<file path="src/rtl/reorder_buffer.sv">
// Reorder buffer: in-order retirement of out-of-order writebacks, with a flush on branch mispredict.
// Latency: writeback at edge k makes an entry retirable; its commit, store or clear pulse is registered at edge k+1.
// Backpressure: rob_full blocks issue. rdy_in low freezes all state and registered outputs, including pulses.
module reorder_buffer #(
  parameter int ROB_WIDTH = 4
) (
  input  logic                 clk_in,
  input  logic                 rst_in,
  input  logic                 rdy_in,
  // issue side
  input  logic                 issue_signal,
  input  logic [1:0]           issue_type,
  input  logic [4:0]           issue_rd_id,
  input  logic                 issue_pred_taken,
  input  logic [31:0]          issue_alt_pc,
  output logic [ROB_WIDTH-1:0] issue_tag,
  output logic                 rob_full,
  // writeback side
  input  logic                 wb_signal,
  input  logic [ROB_WIDTH-1:0] wb_tag,
  input  logic [31:0]          wb_value,
  input  logic                 wb_taken,
  // commit side
  output logic                 rob_commit_signal,
  output logic [31:0]          commit_rd_value,
  output logic [ROB_WIDTH-1:0] commit_rd_tag,
  output logic [4:0]           commit_rd_id,
  output logic                 store_commit_signal,
  output logic [ROB_WIDTH-1:0] store_commit_tag,
  output logic                 clear_signal,
  output logic [31:0]          clear_pc,
  // operand queries
  input  logic [ROB_WIDTH-1:0] query_tag_1,
  input  logic [ROB_WIDTH-1:0] query_tag_2,
  output logic                 query_ready_1,
  output logic [31:0]          query_value_1,
  output logic                 query_ready_2,
  output logic [31:0]          query_value_2
);

  localparam int DEPTH = 2 ** ROB_WIDTH;
  localparam logic [ROB_WIDTH:0] FULL_COUNT = (ROB_WIDTH + 1)'(DEPTH);

  localparam logic [1:0] TYPE_REG    = 2'd0;
  localparam logic [1:0] TYPE_BRANCH = 2'd1;
  localparam logic [1:0] TYPE_STORE  = 2'd2;

  // Pointers and per-entry control bits (reset)
  logic [ROB_WIDTH-1:0] head;
  logic [ROB_WIDTH-1:0] tail;
  logic [ROB_WIDTH:0]   count;
  logic [DEPTH-1:0]     busy;
  logic [DEPTH-1:0]     ready;

  // Per-entry payload (never read before being written, so left unreset)
  logic [1:0]  ent_type  [DEPTH];
  logic [4:0]  ent_rd_id [DEPTH];
  logic        ent_pred  [DEPTH];
  logic [31:0] ent_alt_pc[DEPTH];
  logic [31:0] ent_value [DEPTH];
  logic        ent_taken [DEPTH];

  logic do_issue;
  logic do_wb;
  logic do_retire;
  logic retire_reg;
  logic retire_store;
  logic mispredict;

  assign rob_full  = (count == FULL_COUNT);
  assign issue_tag = tail;

  // Decide this cycle's issue, writeback and retirement events
  always_comb begin
    do_issue     = rdy_in & issue_signal & ~rob_full & ~clear_signal;
    do_wb        = rdy_in & wb_signal & busy[wb_tag];
    // ready is registered, so a writeback landing on the head retires one cycle later
    do_retire    = rdy_in & ~clear_signal & busy[head] & ready[head];
    retire_reg   = do_retire && (ent_type[head] == TYPE_REG);
    retire_store = do_retire && (ent_type[head] == TYPE_STORE);
    mispredict   = do_retire && (ent_type[head] == TYPE_BRANCH) &&
                   (ent_taken[head] != ent_pred[head]);
  end

  // Pointer, occupancy and busy/ready bookkeeping; a mispredict flushes everything
  always_ff @(posedge clk_in or negedge rst_in) begin
    if (!rst_in) begin
      head  <= '0;
      tail  <= '0;
      count <= '0;
      busy  <= '0;
      ready <= '0;
    end else if (mispredict) begin
      head  <= '0;
      tail  <= '0;
      count <= '0;
      busy  <= '0;
      ready <= '0;
    end else begin
      if (do_wb) begin
        ready[wb_tag] <= 1'b1;
      end
      if (do_retire) begin
        busy[head] <= 1'b0;
        head       <= head + ROB_WIDTH'(1);
      end
      // head == tail with a retirement only happens when full, where issue is blocked
      if (do_issue) begin
        busy[tail]  <= 1'b1;
        ready[tail] <= 1'b0;
        tail        <= tail + ROB_WIDTH'(1);
      end
      case ({do_issue, do_retire})
        2'b10:   count <= count + (ROB_WIDTH + 1)'(1);
        2'b01:   count <= count - (ROB_WIDTH + 1)'(1);
        default: count <= count;
      endcase
    end
  end

  // Capture issue attributes and writeback results into the entry payload
  always_ff @(posedge clk_in) begin
    if (do_issue) begin
      ent_type[tail]   <= issue_type;
      ent_rd_id[tail]  <= issue_rd_id;
      ent_pred[tail]   <= issue_pred_taken;
      ent_alt_pc[tail] <= issue_alt_pc;
    end
    if (do_wb) begin
      ent_value[wb_tag] <= wb_value;
      ent_taken[wb_tag] <= wb_taken;
    end
  end

  // Registered retirement pulses; data fields hold until the next matching pulse
  always_ff @(posedge clk_in or negedge rst_in) begin
    if (!rst_in) begin
      rob_commit_signal   <= 1'b0;
      commit_rd_value     <= '0;
      commit_rd_tag       <= '0;
      commit_rd_id        <= '0;
      store_commit_signal <= 1'b0;
      store_commit_tag    <= '0;
      clear_signal        <= 1'b0;
      clear_pc            <= '0;
    end else if (rdy_in) begin
      rob_commit_signal   <= retire_reg;
      store_commit_signal <= retire_store;
      clear_signal        <= mispredict;
      if (retire_reg) begin
        commit_rd_value <= ent_value[head];
        commit_rd_tag   <= head;
        commit_rd_id    <= ent_rd_id[head];
      end
      if (retire_store) begin
        store_commit_tag <= head;
      end
      if (mispredict) begin
        clear_pc <= ent_alt_pc[head];
      end
    end
  end

  // Operand query 1: stored result, or forward of a same-cycle writeback
  always_comb begin
    query_ready_1 = busy[query_tag_1] & ready[query_tag_1];
    query_value_1 = ent_value[query_tag_1];
    if (wb_signal && (wb_tag == query_tag_1)) begin
      query_ready_1 = 1'b1;
      query_value_1 = wb_value;
    end
  end

  // Operand query 2: stored result, or forward of a same-cycle writeback
  always_comb begin
    query_ready_2 = busy[query_tag_2] & ready[query_tag_2];
    query_value_2 = ent_value[query_tag_2];
    if (wb_signal && (wb_tag == query_tag_2)) begin
      query_ready_2 = 1'b1;
      query_value_2 = wb_value;
    end
  end

endmodule
</file>
<file path="config.mk">
export PLATFORM = sky130hd
export DESIGN_NAME = reorder_buffer
export DESIGN_NICKNAME = d
export VERILOG_FILES = /design/src/rtl/reorder_buffer.sv
export SDC_FILE = /design/constraint.sdc
export NUM_CORES = 2
export LEC_CHECK = 0
export CORE_AREA = 8 8 418 420
export DETAILED_ROUTE_END_ITERATION = 8
export DIE_AREA = 0 0 426 428
export HOLD_SLACK_MARGIN = 0.05
export PLACE_DENSITY = 0.52
export SETUP_SLACK_MARGIN = 0.05
export SYNTH_ARGS = -nofsm -noshare
export SYNTH_HDL_FRONTEND = slang
export SYNTH_SLANG_ARGS = --single-unit
</file>
<file path="constraint.sdc">
create_clock -name clk_in -period 4.2 [get_ports clk_in]
set_input_delay 0.63 -clock clk_in [delete_from_list [all_inputs] [get_ports clk_in]]
set_output_delay 0.63 -clock clk_in [all_outputs]
set_load 0.05 [all_outputs]
</file>
# --- After elaboration in Yosys (flattened, before gate mapping) ---
# Memories as Yosys holds them, arrays and structs flattened. A register that Yosys moved wholly into a read port is not among the register bits.
# Cells that the tools add are included.
totals:
  register_bits: 56
  latch_bits: 0
  mem_bits_rw: 1168
  mem_bits_ro: 0
  input_bits: 90
  mem_count: 6
classes:
  div_mod_pow: 0
  n_addsub: 4
  n_reduce_logical: 19
  multipliers: 0
  n_bitwise: 18
  n_shift: 0
  n_lt_le_gt_ge: 8
  muxes: 42
  n_eq_ne: 8
memory_table:
  columns: ["name", "depth", "word_bits", "rd", "rd_clocked_by_memory_dff", "wr", "line", "text"]
  rows:
  - ["ent_alt_pc", 16, 32, 1, 1, 1, "59", "logic [31:0] ent_alt_pc[DEPTH];"]
  - ["ent_value", 16, 32, 3, 1, 1, "60", "logic [31:0] ent_value [DEPTH];"]
  - ["ent_rd_id", 16, 5, 1, 1, 1, "57", "logic [4:0] ent_rd_id [DEPTH];"]
  - ["ent_type", 16, 2, 1, 0, 1, "56", "logic [1:0] ent_type [DEPTH];"]
  - ["ent_pred", 16, 1, 1, 0, 1, "58", "logic ent_pred [DEPTH];"]
  - ["ent_taken", 16, 1, 1, 0, 1, "61", "logic ent_taken [DEPTH];"]
ops:
  columns: ["operator", "n"]
  rows:
  - ["$mux 16", 8]
  - ["$mux 32", 2]
  - ["$and 16x16->16", 2]
  - ["$not 16->16", 2]
  - ["$or 16x16->16", 2]
  - ["$bmux 1 s4", 7]
  - ["$lt 4x5->1 const B", 5]
  - ["$mux 1", 16]
  - ["$mux 4", 4]
  - ["$demux 1 s4", 3]
  - ["$ge 4x1->1 const B", 3]
  - ["$and 1x1->1", 10]
  - ["$pmux 5 s2", 1]
  - ["$logic_and 1x1->1", 9]
  - ["$add 4x1->4 const B", 2]
  - ["$eq 4x4->1", 2]
  - ["$reduce_and 2->1", 3]
  - ["$add 5x1->5 const B", 1]
  - ["$eq 5x5->1 const B", 1]
  - ["$mux 5", 1]
  - ["$sub 5x1->5 const B", 1]
  - ["$eq 2x1->1 const B", 2]
  - ["$eq 2x2->1 const B", 2]
  - ["$reduce_bool 2->1", 2]
  - ["5 further kinds", 8]

# --- Depth between registers and ports, before layout ---
logic_depth:
  depth_word: 11
  mapped_depth: 14
  mapped_depth_nobuf: 12

# --- Worst setup path before layout ---
# No wires, ideal clock.
synth_timing:
  path_type: "in2reg"
  from: "input port wb_tag[0]"
  to: "memory ent_taken[12] (enable)"
  t_required_ps: 3733
  cell_stages: 4
  n_path_buf: 1
  setup_slack_ps: 36
  setup_time_ps: 467
  arrival_ps: 3698
  path_cell_list: "clkbuf_1 -> mux4_2 -> nand3_1 -> nor3_1"
synth_via:
  elab_chain_len: 5
synth_rtl:
  columns: ["item", "line", "text"]
  rows:
  - ["from (decl)", "20", "input logic [ROB_WIDTH-1:0] wb_tag,"]
  - ["$bmux 1 s4", "76", "do_wb = rdy_in & wb_signal & busy[wb_tag];"]
  - ["$mux 1 (not written as such)", "76", null]
  - ["$and 1x1->1", "76", null]
  - ["$mux 1", "129", "if (do_wb) begin"]
  - ["$mux 1 (not written as such)", "131", "ent_taken[wb_tag] <= wb_taken;"]
  - ["to (decl)", "61", null]
# Parallel ways exist; a longest one is shown, timed or not. The select of a mux whose other input is x is not followed.

# --- Worst setup path after layout ---
layout_timing:
  from: "input port query_tag_2[0]"
  to: "output port query_value_2[7]"
layout_via:
  elab_chain_len: 3
  word_cells_on_any_way: 4
  classes_between: "eq/ne: 1; mux: 1; reduce/logical: 1; memory: 1"
layout_rtl:
  columns: ["item", "line", "text"]
  rows:
  - ["from (decl)", "34", "input logic [ROB_WIDTH-1:0] query_tag_2,"]
  - ["branches (longest 2 deep; another with $mem_v2 16x32)", null, null]
  - ["$mux 32 *", "178", "if (wb_signal && (wb_tag == query_tag_2)) begin"]
  - ["to (decl)", "38", "output logic [31:0] query_value_2"]
# Every way passes the cells marked *.

==> flow_summary.ini <==
[floorplanning]
initial_utilization_pct = 34.8
ios = 241
dieArea_mm2 = 0.182
placementRows = 151
dieHeight_um = 428
core_area_mm2 = 0.168
die_x_um = 426

[synthesis]
synth_most_common_cell = edfxtp_1
ys_seq_area_share_pct = 65.3
synth-edff-count = 1168
synth.largest_area_cell = edfxtp_1
synth_top_cells_by_area = edfxtp_1 (60%), mux4_2 (27%), dfrtp_1 (5.4%)
avgSynthCellArea_um2 = 22.2
synth_ff_type = edfxtp_1
yosysWarnings = 0
ys_top_cells_by_count = edfxtp_1 (1168), mux4_2 (702), dfrtp_1 (125), mux2_2 (84), clkbuf_1 (76)
synth_cells = 2636
synth_cell_types = 54
syn-cell-area_mm2 = 0.0585
synth_nets = 2738
async_flop_share_pct = 9.67
ys_seq_elements = 1293
netlist.area_leader.share_pct = 60.0

[timing]
clock_skew_ps = 26.7
hold_violations = 0
fmax_ghz = 0.278
tns_ps = 0
setup_viol = 0
slew_headroom_pct = 21.5
slew_viol_final = 0
tightest_slew_ps = 1180
finalCriticalPeriod_ps = 3600
fin_crit_sh_pct = 85.7
rsz0062_at_grt = no

[setup_path]
rr_startpoint = head[0]
critPathKind = in -> out
start_kind = input port
reg2reg_to = clear_pc[5]
r2r_cells = 8
endpoint_kind = primary output
required_ps = 3570
crit_arrival_ps = 2970
reg2reg_slack_ps = 600
cp_max_fo = 32

[grt]
grt_antenna_before_repair = 17
grt_pass1_wl_mm = 240
first_global_vias = 32500
gr-total-overflow = 0
grt_usage_pct = 18.1
grt_max_degree = 105

[clock_tree]
cts_tree = built
clock_latency_ps = 760
h-tree-depth = 4
cts.sinks = 1293
clkSlewWorstSetupHoldPaths_ps = 60
post-cts-setup-buffer-count = 0
cts_made_buffers = 145
clockBufferDepth = 3
ctsResizeCount = 0
root_buffer = clkbuf_16

[routing]
firstDrtPassIters = 5
routed_wl_mm = 167
routed_via_density = 5.60
wire_per_inst_um = 31.4
drc = 0
vias = 29700
drt-initial-drc-count = 2765
postRouteAntennaNets = 0

[run]
drv_cap = 0

[min_path]
hold_class = in -> async

[pwr]
power_density_mw_per_mm2 = 540
p_leak_nw = 22.1
vdd_ir_drop_max_mv = 0.413
fin_total_pwr_w = 0.0374

[layout]
utilization_pct = 41.2
final_nets = 3062
drive_gt1_share_pct = 42.4
syn_to_final_growth_pct = 18.5
nFillCells = 14600

[run_status]
status = completed

[placed_design]
gp_congestion = 0.788
portBuffers = 240
dpl.hpwl_mm = 97.2
cells by family after synthesis:
| kind of cell | count (synthesis) | synth area share [%] |
|---|---|---|
| AOI/OAI and AO/OA | 82 | 0.828 |
| xor gates and xnor gates | 15 | 0.238 |
| adders and majority gates | 12 | 0.270 |
| buffers and inverters | 217 | 1.75 |
| DFF | 1293 | 65.3 |
| muxes | 848 | 30.2 |
| and+or+nand+nor | 169 | 1.39 |
sequential cells by signal (all words and copies together) (netlist names), 4 cells and up:
signal / cells
store_commit_tag: 4
ent_pred: 16
commit_rd_id: 5
ent_type: 32
head: 4
ent_value: 512
ent_rd_id: 80
clear_pc: 32
ent_taken: 16
ready: 16
issue_tag: 4
ent_alt_pc: 512
busy: 16
count: 5
commit_rd_tag: 4
commit_rd_value: 32
how the worst max path moves through the flow:
stage | start | endpoint | slack, ps | depth (start not counted)
floorplan | wb_tag[0] | ent_taken[12] | 40 | 4
global placement | rdy_in | count[4] | 520 | 13
detailed placement | rdy_in | count[4] | 450 | 12
CTS | head[0] | clear_pc[5] | 530 | 8
global route | head[0] | count[4] | 370 | 12
finish | query_tag_2[0] | query_value_2[7] | 600 | 6
cell type report:
class | count | area [µm²] | area share, %
Multi-Input combinational cell | 1126 | 19400 | 28.0
Timing Repair Buffer | 368 | 4040 | 5.82
Tap cell | 2218 | 2780 | 4.00
Clock buffer | 192 | 4010 | 5.79
Antenna cell | 4 | 10.0 | 0.0144
Inverter | 26 | 103 | 0.148
Sequential cell | 1293 | 38200 | 55.1
Clock inverter | 75 | 738 | 1.07
repair_timing:
item,in CTS,in global routing
hold endpoints to repair,36,0
hold buffers,1,0
setup endpoints to repair,0,0
cells in the final DEF, fill, tap and decap left out, drive strengths merged, types with 10 or more instances in the layout:
master and count:
a21oi 22, buf 200, bufinv 10, clkbuf 194, clkdlybuf4s50 165, clkinv 50, dfrtp 125, edfxtp 1168
ha 11, inv 32, mux2 143, mux4 702, nand2 59, nand3 14, nor2 49, nor3 15
o21ai 36
metrics by stage:
step,std cells,hold WS [ps],area (µm²),setup WS [ps]
finish,5302,414,69300,600
global route,5299,421,69300,372
CTS,5298,395,69300,530
detailed placement,5030,481,64500,451
global placement,5030,481,64500,523
floorplan,2636,334,58500,35.6
critical path: stages:
cell,delay (ps)
clkbuf_8,320
buf_12,330
mux4_2,560
mux4_2,560
mux2_2,300
buf_4,190
metal layers:
metal	up-vias	global-route usage [%]	wire [µm]
met1	16200	22.7	65300
li1	12100	-	-
met4	12	5.36	4610
met5	-	0	79
met2	1010	31.9	88000
met3	282	3.29	8580
where the power goes:
| group | switching [W] | internal [W] | leakage, nW |
|---|---|---|---|
| clock | 0.00523 | 0.00738 | 2.32 |
| sequential | 0.000565 | 0.0148 | 12.2 |
| combinational | 0.00499 | 0.00442 | 7.61 |
| total | 0.0108 | 0.0266 | 22.1 |
(Power assumes the default switching activity.)
